**src/rtl/multicycle_control_unit_if.sv**
```systemverilog
// Signal bundle between the multicycle control unit and the datapath/memory side.
// master: the control unit (consumes instr/flags/mem_ready, drives all controls).
// slave:  datapath and shared memory (the reverse view).
interface multicycle_control_unit_if #(
    parameter int unsigned Width        = 32,
    parameter int unsigned ALUctrlWidth = 4
);
    logic [Width-1:0]        instr;
    logic                    EQ;
    logic                    LT;
    logic                    LTU;
    logic                    mem_ready;
    logic                    mem_req;
    logic                    Data_WE;
    logic [2:0]              MemSize;
    logic                    IRWrite;
    logic                    PCWrite;
    logic [1:0]              PCsrc;
    logic                    RegWrite;
    logic [1:0]              ResultSrc;
    logic                    ALUsrc;
    logic                    ALUAsrc;
    logic [ALUctrlWidth-1:0] ALUctrl;
    logic [2:0]              ImmSrc;
    logic                    PCJump;
    logic                    instr_retired;
    logic                    fault;
    logic [1:0]              fault_cause;

    modport master (
        input  instr, EQ, LT, LTU, mem_ready,
        output mem_req, Data_WE, MemSize, IRWrite, PCWrite, PCsrc, RegWrite, ResultSrc,
               ALUsrc, ALUAsrc, ALUctrl, ImmSrc, PCJump, instr_retired, fault, fault_cause
    );

    modport slave (
        output instr, EQ, LT, LTU, mem_ready,
        input  mem_req, Data_WE, MemSize, IRWrite, PCWrite, PCsrc, RegWrite, ResultSrc,
               ALUsrc, ALUAsrc, ALUctrl, ImmSrc, PCJump, instr_retired, fault, fault_cause
    );
endinterface

```
**src/rtl/multicycle_control_unit.sv**
```systemverilog
// Multi-cycle RV32I control FSM: FETCH -> DECODE -> EXECUTE -> [MEMORY] -> [WRITEBACK].
// Handshakes with a shared instruction/data memory and traps on illegal opcodes or
// memory timeouts. TRAP is absorbing until rst.
module multicycle_control_unit #(
    parameter int unsigned Width        = 32,
    parameter int unsigned ALUctrlWidth = 4,
    parameter int unsigned MemTimeout   = 15
) (
    input logic                       clk,
    input logic                       rst,
    multicycle_control_unit_if.master bus
);
    localparam int unsigned    CntW     = $clog2(MemTimeout + 1);
    localparam logic [CntW-1:0] CntLimit = CntW'(MemTimeout);

    localparam logic [6:0] OpR      = 7'b0110011;
    localparam logic [6:0] OpI      = 7'b0010011;
    localparam logic [6:0] OpLoad   = 7'b0000011;
    localparam logic [6:0] OpStore  = 7'b0100011;
    localparam logic [6:0] OpBranch = 7'b1100011;
    localparam logic [6:0] OpJal    = 7'b1101111;
    localparam logic [6:0] OpJalr   = 7'b1100111;
    localparam logic [6:0] OpLui    = 7'b0110111;
    localparam logic [6:0] OpAuipc  = 7'b0010111;

    localparam logic [ALUctrlWidth-1:0] AluAdd   = ALUctrlWidth'(0);
    localparam logic [ALUctrlWidth-1:0] AluSub   = ALUctrlWidth'(1);
    localparam logic [ALUctrlWidth-1:0] AluSll   = ALUctrlWidth'(2);
    localparam logic [ALUctrlWidth-1:0] AluSlt   = ALUctrlWidth'(3);
    localparam logic [ALUctrlWidth-1:0] AluSltu  = ALUctrlWidth'(4);
    localparam logic [ALUctrlWidth-1:0] AluXor   = ALUctrlWidth'(5);
    localparam logic [ALUctrlWidth-1:0] AluSrl   = ALUctrlWidth'(6);
    localparam logic [ALUctrlWidth-1:0] AluSra   = ALUctrlWidth'(7);
    localparam logic [ALUctrlWidth-1:0] AluOr    = ALUctrlWidth'(8);
    localparam logic [ALUctrlWidth-1:0] AluAnd   = ALUctrlWidth'(9);
    localparam logic [ALUctrlWidth-1:0] AluPassB = ALUctrlWidth'(10);

    localparam logic [2:0] ImmI    = 3'b000;
    localparam logic [2:0] ImmS    = 3'b001;
    localparam logic [2:0] ImmB    = 3'b010;
    localparam logic [2:0] ImmNone = 3'b011;
    localparam logic [2:0] ImmU    = 3'b100;
    localparam logic [2:0] ImmJ    = 3'b101;

    localparam logic [1:0] PcPlus4 = 2'b00;
    localparam logic [1:0] PcImm   = 2'b01;
    localparam logic [1:0] PcAlu   = 2'b10;

    localparam logic [1:0] ResAlu = 2'b00;
    localparam logic [1:0] ResMem = 2'b01;
    localparam logic [1:0] ResPc4 = 2'b10;

    localparam logic [1:0] CauseNone    = 2'b00;
    localparam logic [1:0] CauseIllegal = 2'b01;
    localparam logic [1:0] CauseMem     = 2'b10;

    typedef enum logic [2:0] {
        StFetch,
        StDecode,
        StExecute,
        StMemory,
        StWriteback,
        StTrap
    } state_e;

    state_e          state_q, state_d;
    logic [CntW-1:0] cnt_q, cnt_d, cnt_inc;
    logic [1:0]      cause_q, cause_d;

    logic [Width-1:0] instr_w;
    logic [6:0]       opcode;
    logic [2:0]       funct3;
    logic [6:0]       funct7;
    logic             is_r, is_store, illegal, taken;
    logic [ALUctrlWidth-1:0] alu_op;

    logic                    mem_req, data_we, ir_write, pc_write, reg_write;
    logic                    alu_src, alu_a_src, pc_jump, retired, fault;
    logic [2:0]              mem_size, imm_src;
    logic [1:0]              pc_src, result_src, fault_cause;
    logic [ALUctrlWidth-1:0] alu_ctrl;

    assign instr_w  = bus.instr;
    assign opcode   = instr_w[6:0];
    assign funct3   = instr_w[14:12];
    assign funct7   = instr_w[31:25];
    assign is_r     = (opcode == OpR);
    assign is_store = (opcode == OpStore);

    // Register fields are consumed by the datapath, not here.
    logic unused_instr;
    assign unused_instr = ^{instr_w[24:15], instr_w[11:7]};

    // Wait counter saturates at the limit instead of wrapping.
    assign cnt_inc = (cnt_q == CntLimit) ? cnt_q : cnt_q + 1'b1;

    // Legality check of the held instruction.
    always_comb begin
        illegal = 1'b0;
        case (opcode)
            OpR:      illegal = !((funct7 == 7'b0000000) || (funct7 == 7'b0100000));
            OpI, OpJal, OpJalr, OpLui, OpAuipc: illegal = 1'b0;
            OpLoad:   illegal = (funct3 == 3'b011) || (funct3 == 3'b110) || (funct3 == 3'b111);
            OpStore:  illegal = (funct3 >= 3'b011);
            OpBranch: illegal = (funct3 == 3'b010) || (funct3 == 3'b011);
            default:  illegal = 1'b1;
        endcase
    end

    // ALU operation for R-type and I-ALU; instr[30] only selects sub for R-type.
    always_comb begin
        alu_op = AluAdd;
        case (funct3)
            3'b000:  alu_op = (is_r && instr_w[30]) ? AluSub : AluAdd;
            3'b001:  alu_op = AluSll;
            3'b010:  alu_op = AluSlt;
            3'b011:  alu_op = AluSltu;
            3'b100:  alu_op = AluXor;
            3'b101:  alu_op = instr_w[30] ? AluSra : AluSrl;
            3'b110:  alu_op = AluOr;
            default: alu_op = AluAnd;
        endcase
    end

    // Branch condition from the ALU flags.
    always_comb begin
        taken = 1'b0;
        case (funct3)
            3'b000:  taken = bus.EQ;
            3'b001:  taken = !bus.EQ;
            3'b100:  taken = bus.LT;
            3'b101:  taken = !bus.LT;
            3'b110:  taken = bus.LTU;
            3'b111:  taken = !bus.LTU;
            default: taken = 1'b0;
        endcase
    end

    // Next-state, wait counter, trap cause and control outputs.
    always_comb begin
        state_d     = state_q;
        cnt_d       = cnt_q;
        cause_d     = cause_q;
        mem_req     = 1'b0;
        data_we     = 1'b0;
        mem_size    = 3'b010;
        ir_write    = 1'b0;
        pc_write    = 1'b0;
        pc_src      = PcPlus4;
        reg_write   = 1'b0;
        result_src  = ResAlu;
        alu_src     = 1'b0;
        alu_a_src   = 1'b0;
        alu_ctrl    = AluAdd;
        imm_src     = ImmNone;
        pc_jump     = 1'b0;
        retired     = 1'b0;
        fault       = 1'b0;
        fault_cause = cause_q;

        unique case (state_q)
            StFetch: begin
                mem_req = 1'b1;
                if (bus.mem_ready) begin
                    ir_write = 1'b1;
                    state_d  = StDecode;
                end else begin
                    cnt_d = cnt_inc;
                    if (cnt_inc == CntLimit) begin
                        state_d = StTrap;
                        cause_d = CauseMem;
                    end
                end
            end
            StDecode: begin
                if (illegal) begin
                    state_d = StTrap;
                    cause_d = CauseIllegal;
                end else begin
                    state_d = StExecute;
                end
            end
            StExecute: begin
                case (opcode)
                    OpR: begin
                        alu_ctrl = alu_op;
                        state_d  = StWriteback;
                    end
                    OpI: begin
                        alu_ctrl = alu_op;
                        alu_src  = 1'b1;
                        imm_src  = ImmI;
                        state_d  = StWriteback;
                    end
                    OpLoad, OpStore: begin
                        alu_src = 1'b1;
                        imm_src = is_store ? ImmS : ImmI;
                        state_d = StMemory;
                    end
                    OpBranch: begin
                        alu_ctrl = AluSub;
                        imm_src  = ImmB;
                        pc_write = 1'b1;
                        pc_src   = taken ? PcImm : PcPlus4;
                        retired  = 1'b1;
                        state_d  = StFetch;
                    end
                    OpJal: begin
                        pc_jump = 1'b1;
                        imm_src = ImmJ;
                        state_d = StWriteback;
                    end
                    OpJalr: begin
                        // Target rs1+imm is formed here and consumed as PCsrc=ALU later.
                        pc_jump = 1'b1;
                        imm_src = ImmI;
                        alu_src = 1'b1;
                        state_d = StWriteback;
                    end
                    OpLui: begin
                        imm_src  = ImmU;
                        alu_src  = 1'b1;
                        alu_ctrl = AluPassB;
                        state_d  = StWriteback;
                    end
                    OpAuipc: begin
                        imm_src   = ImmU;
                        alu_src   = 1'b1;
                        alu_a_src = 1'b1;
                        state_d   = StWriteback;
                    end
                    default: begin
                        state_d = StTrap;
                        cause_d = CauseIllegal;
                    end
                endcase
            end
            StMemory: begin
                mem_req  = 1'b1;
                mem_size = funct3;
                data_we  = is_store;
                if (bus.mem_ready) begin
                    if (is_store) begin
                        pc_write = 1'b1;
                        retired  = 1'b1;
                        state_d  = StFetch;
                    end else begin
                        state_d = StWriteback;
                    end
                end else begin
                    cnt_d = cnt_inc;
                    if (cnt_inc == CntLimit) begin
                        state_d = StTrap;
                        cause_d = CauseMem;
                    end
                end
            end
            StWriteback: begin
                reg_write = 1'b1;
                pc_write  = 1'b1;
                retired   = 1'b1;
                if (opcode == OpJal || opcode == OpJalr) begin
                    result_src = ResPc4;
                end else if (opcode == OpLoad) begin
                    result_src = ResMem;
                end
                if (opcode == OpJal) begin
                    pc_src = PcImm;
                end else if (opcode == OpJalr) begin
                    pc_src = PcAlu;
                end
                state_d = StFetch;
            end
            StTrap: begin
                fault = 1'b1;
            end
            default: begin
                state_d = StFetch;
            end
        endcase

        if (state_d != state_q) begin
            cnt_d = '0;
        end

        // While rst is held every control reads its reset value.
        if (rst) begin
            mem_req     = 1'b0;
            data_we     = 1'b0;
            mem_size    = 3'b010;
            ir_write    = 1'b0;
            pc_write    = 1'b0;
            pc_src      = PcPlus4;
            reg_write   = 1'b0;
            result_src  = ResAlu;
            alu_src     = 1'b0;
            alu_a_src   = 1'b0;
            alu_ctrl    = AluAdd;
            imm_src     = ImmNone;
            pc_jump     = 1'b0;
            retired     = 1'b0;
            fault       = 1'b0;
            fault_cause = CauseNone;
        end
    end

    // State register with synchronous reset.
    always_ff @(posedge clk) begin
        if (rst) begin
            state_q <= StFetch;
            cnt_q   <= '0;
            cause_q <= CauseNone;
        end else begin
            state_q <= state_d;
            cnt_q   <= cnt_d;
            cause_q <= cause_d;
        end
    end

    assign bus.mem_req       = mem_req;
    assign bus.Data_WE       = data_we;
    assign bus.MemSize       = mem_size;
    assign bus.IRWrite       = ir_write;
    assign bus.PCWrite       = pc_write;
    assign bus.PCsrc         = pc_src;
    assign bus.RegWrite      = reg_write;
    assign bus.ResultSrc     = result_src;
    assign bus.ALUsrc        = alu_src;
    assign bus.ALUAsrc       = alu_a_src;
    assign bus.ALUctrl       = alu_ctrl;
    assign bus.ImmSrc        = imm_src;
    assign bus.PCJump        = pc_jump;
    assign bus.instr_retired = retired;
    assign bus.fault         = fault;
    assign bus.fault_cause   = fault_cause;
endmodule

```
**src/flat_wrapper.sv**
```systemverilog
// flat-port wrapper written by rule: the top's interface ports become plain ports
module multicycle_control_unit_flat 
#(
    parameter int unsigned Width        = 32,
    parameter int unsigned ALUctrlWidth = 4,
    parameter int unsigned MemTimeout   = 15
)
  (clk, rst, bus_instr, bus_EQ, bus_LT, bus_LTU, bus_mem_ready, bus_mem_req, bus_Data_WE, bus_MemSize, bus_IRWrite, bus_PCWrite, bus_PCsrc, bus_RegWrite, bus_ResultSrc, bus_ALUsrc, bus_ALUAsrc, bus_ALUctrl, bus_ImmSrc, bus_PCJump, bus_instr_retired, bus_fault, bus_fault_cause);
  multicycle_control_unit_if #(.Width(Width), .ALUctrlWidth(ALUctrlWidth)) bus_i ();
  input logic clk;
  input logic rst;
  input wire logic [$bits(bus_i.instr)-1:0] bus_instr;
  input wire logic [$bits(bus_i.EQ)-1:0] bus_EQ;
  input wire logic [$bits(bus_i.LT)-1:0] bus_LT;
  input wire logic [$bits(bus_i.LTU)-1:0] bus_LTU;
  input wire logic [$bits(bus_i.mem_ready)-1:0] bus_mem_ready;
  output wire logic [$bits(bus_i.mem_req)-1:0] bus_mem_req;
  output wire logic [$bits(bus_i.Data_WE)-1:0] bus_Data_WE;
  output wire logic [$bits(bus_i.MemSize)-1:0] bus_MemSize;
  output wire logic [$bits(bus_i.IRWrite)-1:0] bus_IRWrite;
  output wire logic [$bits(bus_i.PCWrite)-1:0] bus_PCWrite;
  output wire logic [$bits(bus_i.PCsrc)-1:0] bus_PCsrc;
  output wire logic [$bits(bus_i.RegWrite)-1:0] bus_RegWrite;
  output wire logic [$bits(bus_i.ResultSrc)-1:0] bus_ResultSrc;
  output wire logic [$bits(bus_i.ALUsrc)-1:0] bus_ALUsrc;
  output wire logic [$bits(bus_i.ALUAsrc)-1:0] bus_ALUAsrc;
  output wire logic [$bits(bus_i.ALUctrl)-1:0] bus_ALUctrl;
  output wire logic [$bits(bus_i.ImmSrc)-1:0] bus_ImmSrc;
  output wire logic [$bits(bus_i.PCJump)-1:0] bus_PCJump;
  output wire logic [$bits(bus_i.instr_retired)-1:0] bus_instr_retired;
  output wire logic [$bits(bus_i.fault)-1:0] bus_fault;
  output wire logic [$bits(bus_i.fault_cause)-1:0] bus_fault_cause;
  assign bus_i.instr = bus_instr;
  assign bus_i.EQ = bus_EQ;
  assign bus_i.LT = bus_LT;
  assign bus_i.LTU = bus_LTU;
  assign bus_i.mem_ready = bus_mem_ready;
  assign bus_mem_req = bus_i.mem_req;
  assign bus_Data_WE = bus_i.Data_WE;
  assign bus_MemSize = bus_i.MemSize;
  assign bus_IRWrite = bus_i.IRWrite;
  assign bus_PCWrite = bus_i.PCWrite;
  assign bus_PCsrc = bus_i.PCsrc;
  assign bus_RegWrite = bus_i.RegWrite;
  assign bus_ResultSrc = bus_i.ResultSrc;
  assign bus_ALUsrc = bus_i.ALUsrc;
  assign bus_ALUAsrc = bus_i.ALUAsrc;
  assign bus_ALUctrl = bus_i.ALUctrl;
  assign bus_ImmSrc = bus_i.ImmSrc;
  assign bus_PCJump = bus_i.PCJump;
  assign bus_instr_retired = bus_i.instr_retired;
  assign bus_fault = bus_i.fault;
  assign bus_fault_cause = bus_i.fault_cause;
  multicycle_control_unit #(.Width(Width), .ALUctrlWidth(ALUctrlWidth), .MemTimeout(MemTimeout)) u_core (.clk(clk), .rst(rst), .bus(bus_i));
endmodule
```
**config.mk**
```make
export PLATFORM = sky130hd
export DESIGN_NAME = multicycle_control_unit_flat
export DESIGN_NICKNAME = d
export VERILOG_FILES = /design/src/rtl/multicycle_control_unit_if.sv /design/src/rtl/multicycle_control_unit.sv /design/src/flat_wrapper.sv
export SDC_FILE = /design/constraint.sdc
export NUM_CORES = 1
export LEC_CHECK = 0
export CAP_MARGIN = 10
export CORE_MARGIN = 3
export CORE_UTILIZATION = 34
export CTS_CLUSTER_DIAMETER = 40
export DETAILED_ROUTE_END_ITERATION = 6
export PLACE_DENSITY = 0.73
export SYNTH_ARGS = -nofsm -noshare
export SYNTH_HDL_FRONTEND = slang
export SYNTH_SLANG_ARGS = --single-unit
```
**constraint.sdc**
```tcl
create_clock -name clk -period 2.1 [get_ports clk]
set_input_delay 0.21 -clock clk [delete_from_list [all_inputs] [get_ports clk]]
set_output_delay 0.21 -clock clk [all_outputs]
set_load 0.005 [all_outputs]
```
# Yosys cells after proc, flatten, opt, wreduce, memory -nomap -nowiden
# Cells that the tools add are included.
# word_totals
regBits	9
inputBits	38
out_inout_bits	26
# classes
n_addsub	1
n_lt_le_gt_ge	1
eq_ne	29
n_mux	63
bitwise_logic	1
n_reduce_logical	27
# op_table
cell	n
case mux 3 bit (5 select lines)	2
two-way mux 1 bit	29
equality test 7 x 6 -> 1 bit (second input constant)	4
case mux 4 bit (7 select lines)	1
two-way mux 3 bit	9
two-way mux 2 bit	12
equality test 7 bit (second input constant)	3
equality test 3 bit (second input constant)	6
equality test 7 x 5 -> 1 bit (second input constant)	2
OR reduction 2 bit	7
equality test 3 x 2 -> 1 bit (second input constant)	4
two-way mux 4 bit	3
case mux 4 bit (3 select lines)	1
OR reduction 6 bit	2
case mux 3 bit (3 select lines)	1
OR reduction 9 bit	1
equality test 4 bit (second input constant)	2
equality test 7 x 2 -> 1 bit (second input constant)	1
zero test 7 bit	1
equality test 3 x 1 -> 1 bit (second input constant)	2
zero test 3 bit	2
case mux 1 bit (6 select lines)	1
case mux 2 bit (3 select lines)	1
logical OR 1 bit	5
15 further kinds	20

# Longest topological paths before layout
# logic_depth
word_depth	8
mapped_depth	7

# Worst setup path after synthesis
# Ideal clock, no wire load.
# synth_timing
kind	flip-flop to flip-flop
start	register u_core.cnt_q[0]
end	register u_core.cnt_q[3]
setup_time_ns	0.086
arrival_ns	1.890
setup_slack_ns	0.125
path_stages_with_launch	7
path_buffers	0
path_cell_list	dfxtp_1 > ha_1 > xnor2_1 > o221ai_1 > o211a_2 > or4b_4 > a211oi_1
# synth_via
elab_chain_len	8
# synth_lines
item	line_no	source
start: declaration	multicycle_control_unit.sv:67	logic [CntW-1:0] cnt_q, cnt_d, cnt_inc;
start signal: assignment	multicycle_control_unit.sv:315	cnt_q <= cnt_d;
adder 4 x 1 -> 4 bit or equality test 4 bit (tied branches)	multicycle_control_unit.sv:95	assign cnt_inc = (cnt_q == CntLimit) ? cnt_q : cnt_q + 1'b1;
two-way mux 4 bit (*)	multicycle_control_unit.sv:95	
equality test 4 bit	multicycle_control_unit.sv:169, multicycle_control_unit.sv:252	
two-way mux 3 bit	multicycle_control_unit.sv:169, multicycle_control_unit.sv:252	
two-way mux 3 bit, on equally long branches	multicycle_control_unit.sv:242, multicycle_control_unit.sv:164	
case mux 3 bit (5 select lines)	multicycle_control_unit.sv:161	unique case (state_q)
!= test 3 bit	multicycle_control_unit.sv:282	if (state_d != state_q) begin
OR reduction 2 bit (no line)	n/a	
# Every way passes the cells marked *; elsewhere a longest branch is shown, timed or not.
# A chain may end at the register's enable or synchronous reset.

# Worst setup path after layout
# layout_timing
start	register u_core.state_q[2]
end	output port bus_ALUctrl[0]
# layout_via
elab_chain_len	3
# layout_lines
item	line_no	source
start: declaration	multicycle_control_unit.sv:66	state_e state_q, state_d;
start signal: assignment	multicycle_control_unit.sv:310	state_q <= StFetch;
start signal: assignment	multicycle_control_unit.sv:314	state_q <= state_d;
equality test 3 x 2 -> 1 bit	multicycle_control_unit.sv:161	
two-way mux 4 bit	multicycle_control_unit.sv:161	
two-way mux 4 bit	multicycle_control_unit.sv:287	if (rst) begin
end: declaration	flat_wrapper.sv:27	output wire logic [$bits(bus_i.ALUctrl)-1:0] bus_ALUctrl;
# Every way passes these cells.

==> key figures <==
Hold path
  • Hold EP: u_core.cause_q[0]
  • Worst Hold Class: primary input to flop
  • Hold path startpoint: rst
  • Hold depth: 3

Floorplan
  • Die Height: about 66 um
  • Placement row count: 21
  • Initial Util: 0.360
  • Core Area: roughly 3400 um2
  • Die area: between 4000 and 5000 um2
  • Die X: around 66 um
  • Num ports: 64

Flow run
  • Maxcap violations: 0

Yosys
  • Synth async-reset ratio: 0
  • Seq/Total Area, Yosys: 0.148
  • Post-Syn Area: between 1000 and 1500 um2
  • Mean post-synth cell area: ~7 um2
  • Yosys reg bits: 9
  • Number of enable flip-flop cells after synthesis: 0
  • Most common flop cell mapped by yosys: dfxtp_1
  • Synth Net Count: 216
  • Synth Instances: about 180
  • Warnings from Yosys: 0
  • Synth cell types: 61

STA
  • Skew final: just over 0.003 ns
  • Final worst setup slack: -0.0764 ns
  • Slew @ Worst Pin: just under 0.5 ns
  • Final Hold Fails: 0
  • Hold Worst Slack: 0.383 ns
  • Tcrit/Tclk final: 1.04
  • Post-route minimum period: around 2.2 ns
  • RSZ-0062 raised after global routing: true
  • Relative slew slack: 0.666
  • Slew Limit Fails: 0
  • Fmax: approximately 460 MHz
  • Setup TNS: -0.0764 ns
  • Final setup viols: 1

Finish
  • Layout Area Growth over Synthesis: 83.9%
  • Layout cells sized above 1: 0.374
  • Filler instances: ~270
  • Final instance area: between 2000 and 2500 um2
  • Nets@finish: slightly above 300
  • Final Util: 0.662
  • Ant diodes: 0
  • Cell Count, Final, Fillers Out: around 320

Placed design
  • Final GP Congestion: 0.884
  • Placed Cells: about 300
  • DP Area: slightly above 2000 um2
  • DP HPWL: between 3 and 4 mm
  • Port Buffers: 48
  • Place WS: -0.597 ns

Clock network
  • Root Driver: clkbuf_4
  • Post-CTS Hold Fix Bufs: 0
  • CTS tree: built
  • TritonCTS Sinks: 9
  • Clock tree buffer depth: 2
  • Clock slew at reported path FFs: ~0.06 ns
  • H-tree Lvls: 1
  • CTS Buf Count: 3
  • Worst-Skew Late Latency: 0.27 ns

Critical path
  • Data arrival, critical path: 1.97 ns
  • R2r setup slk: 0.08 ns
  • Crit path largest cell delay: about 0.35 ns
  • Cell Chain, Critical Path: or2_4, or2_4, or3_4, a2111o_1, o21ai_1, buf_2
  • FF-to-FF End: u_core.cnt_q[2]
  • FF-to-FF path depth: 6
  • Crit start category: flop
  • Worst path most repeated cell: or2_4
  • Crit-path max FO: 2
  • Crit path capture type: primary output
  • FF-to-FF Start: u_core.cnt_q[0]
  • Slowest-stage cell, CP: a2111o_1
  • Crit path kind: flop to primary output
  • WP data required: 1.89 ns

Run status
  • Failing checks: setup timing
  • Outcome: finished, violations left

Power and ir drop
  • Combinational share of power: 0.512
  • Sw frac: 0.349
  • NetSw: roughly 0.23 mW
  • Overall power: between 0.6 and 0.7 mW
  • Total leakage power: just under 1 nW
  • Clock power share: 0.209
  • VDD IR-drop max: between 0.00015 and 0.0002 V
  • Power per cell area: 299 nW/um2
  • Reg power frac: 0.280
  • Int Pwr: approximately 0.44 mW

GRT
  • Initial antenna violation count: 0
  • Global Route Usage Sum: 0.204
  • Largest net degree at the start of global routing: 16
  • Number of global-route vias before repair: roughly 1,600
  • Total gr overflow: 0
  • First-pass GRT wire length: between 7 and 8 mm

Route
  • Routed Antenna Nets: 0
  • Via count: between 1,500 and 2,000
  • # DRC: 0
  • WL final: between 4 and 5 mm
  • Via/cell ratio: 5.34
  • Wire per inst: 13.7 um
  • Number of DRC violations after detailed-routing iteration 0: between 70 and 80
  • DR pass1 iterations: 4
[synth_stat cells, types with 2 or more instances]
library cell / n / area share
nand2_1: 14 / 0.043
a21oi_1: 8 / 0.033
inv_1: 9 / 0.028
a211oi_1: 3 / 0.018
o31ai_1: 2 / 0.012
or3_1: 2 / 0.010
xnor2_1: 3 / 0.022
dfxtp_1: 9 / 0.15
o21ai_0: 5 / 0.021
nand3b_1: 4 / 0.025
o22ai_1: 3 / 0.015
nand2b_1: 7 / 0.036
nor3_1: 11 / 0.045
nand3_1: 10 / 0.041
a21o_1: 2 / 0.012
buf_4: 2 / 0.012
nand4_1: 6 / 0.031
and2_1: 4 / 0.021
xor2_1: 4 / 0.029
nor2b_1: 4 / 0.021
o21a_1: 2 / 0.012
nor2_1: 14 / 0.043
clkbuf_1: 9 / 0.028
or2_2: 2 / 0.010
mux2i_1: 2 / 0.016
[cells by family after synthesis]
family	Yosys count	share of synthesized area
flops	9	0.148
buf+inv	22	0.0779
compound gates	41	0.243
simple gates	95	0.454
fa+ha+maj	1	0.0103
mux	2	0.0164
xor+xnor	7	0.0503
[cell type report]
cell class / count / area [um2] / share of cell area
Clock buffer: 4 / 26.3 / 0.0117
Multi-Input combinational cell: 146 / 1080 / 0.483
Inverter: 9 / 33.8 / 0.0151
Sequential cell: 9 / 181 / 0.0809
Tap cell: 46 / 57.6 / 0.0257
Timing Repair Buffer: 102 / 861 / 0.384
[registers in the layout, summed over array words and instances (netlist names)]
register        flops
u_core.cnt_q        4
u_core.state_q      3
u_core.cause_q      2
[timing repair]
action / CTS / global route
pin swaps: 5 / 9
setup buffers: 5 / 3
endpoints found under the setup margin: 26 / 20
gates resized for setup: 67 / 25
[metal layers]
layer	global-route usage	up-vias	part of all wire
met3	0.0510	9	0.069
met4	0.0596	0	0.018
met5	0	-	0
li1	-	840	-
met2	0.334	58	0.48
met1	0.261	780	0.44
[worst max-delay path by stage]
stage | slack (ns) | depth (start not counted) | to | startpoint
3_3_place_gp | -0.56 | 7 | bus_ALUctrl[0] | rst
5_1_grt | -0.14 | 6 | bus_ALUctrl[0] | u_core.state_q[2]
3_5_place_dp | -0.60 | 7 | bus_ALUctrl[0] | bus_instr[0]
2_1_floorplan | 0.12 | 6 | u_core.cnt_q[3] | u_core.cnt_q[0]
4_1_cts | -0.13 | 7 | bus_ALUctrl[0] | rst
6_report | -0.08 | 6 | bus_ALUctrl[0] | u_core.state_q[2]
[layout by cell type, fill, tap and decap left out, drive strengths merged, types with 2 or more instances in the layout]
| cell | netlist | routed |
|---|---|---|
| nor2 | 14 | 14 |
| nor2b | 4 | 4 |
| nand3b | 4 | 4 |
| nand3 | 11 | 11 |
| nand2 | 14 | 14 |
| buf | 3 | 62 |
| a21o | 2 | 2 |
| a32oi | 2 | 2 |
| a21oi | 8 | 8 |
| nor3 | 12 | 12 |
| inv | 9 | 9 |
| and4 | 2 | 2 |
| o21a | 2 | 2 |
| or2 | 3 | 3 |
| and2 | 5 | 5 |
| o22ai | 3 | 3 |
| nand4 | 6 | 6 |
| o21ai | 6 | 6 |
| xor2 | 4 | 4 |
| nand2b | 7 | 7 |
| o31ai | 2 | 2 |
| a211oi | 3 | 3 |
| dlygate4sd2 | 0 | 10 |
| dlymetal6s2s | 0 | 5 |
| clkbuf | 10 | 7 |
| xnor2 | 3 | 3 |
| dfxtp | 9 | 9 |
| or3 | 3 | 3 |
| clkdlybuf4s50 | 0 | 22 |
| mux2i | 2 | 2 |
[power by group through the flow]
stage               combinational [mW]  clock, mW  sequential, mW
floorplan                        0.151          0           0.192
global placement                 0.306          0           0.191
detailed placement               0.309          0           0.192
CTS                              0.325      0.142           0.188
global route                     0.377      0.155           0.189
finish                           0.343      0.140           0.188
[worst max-delay path, delay by kind of cell, from the launching register on]
family | cells | cell delay, ns
DFF | 1 | 0.31
AOI/OAI and AO/OA | 2 | 0.42
buffers and inverters | 1 | 0.12
and+or+nand+nor | 3 | 0.84
(Power assumes the default switching activity.)
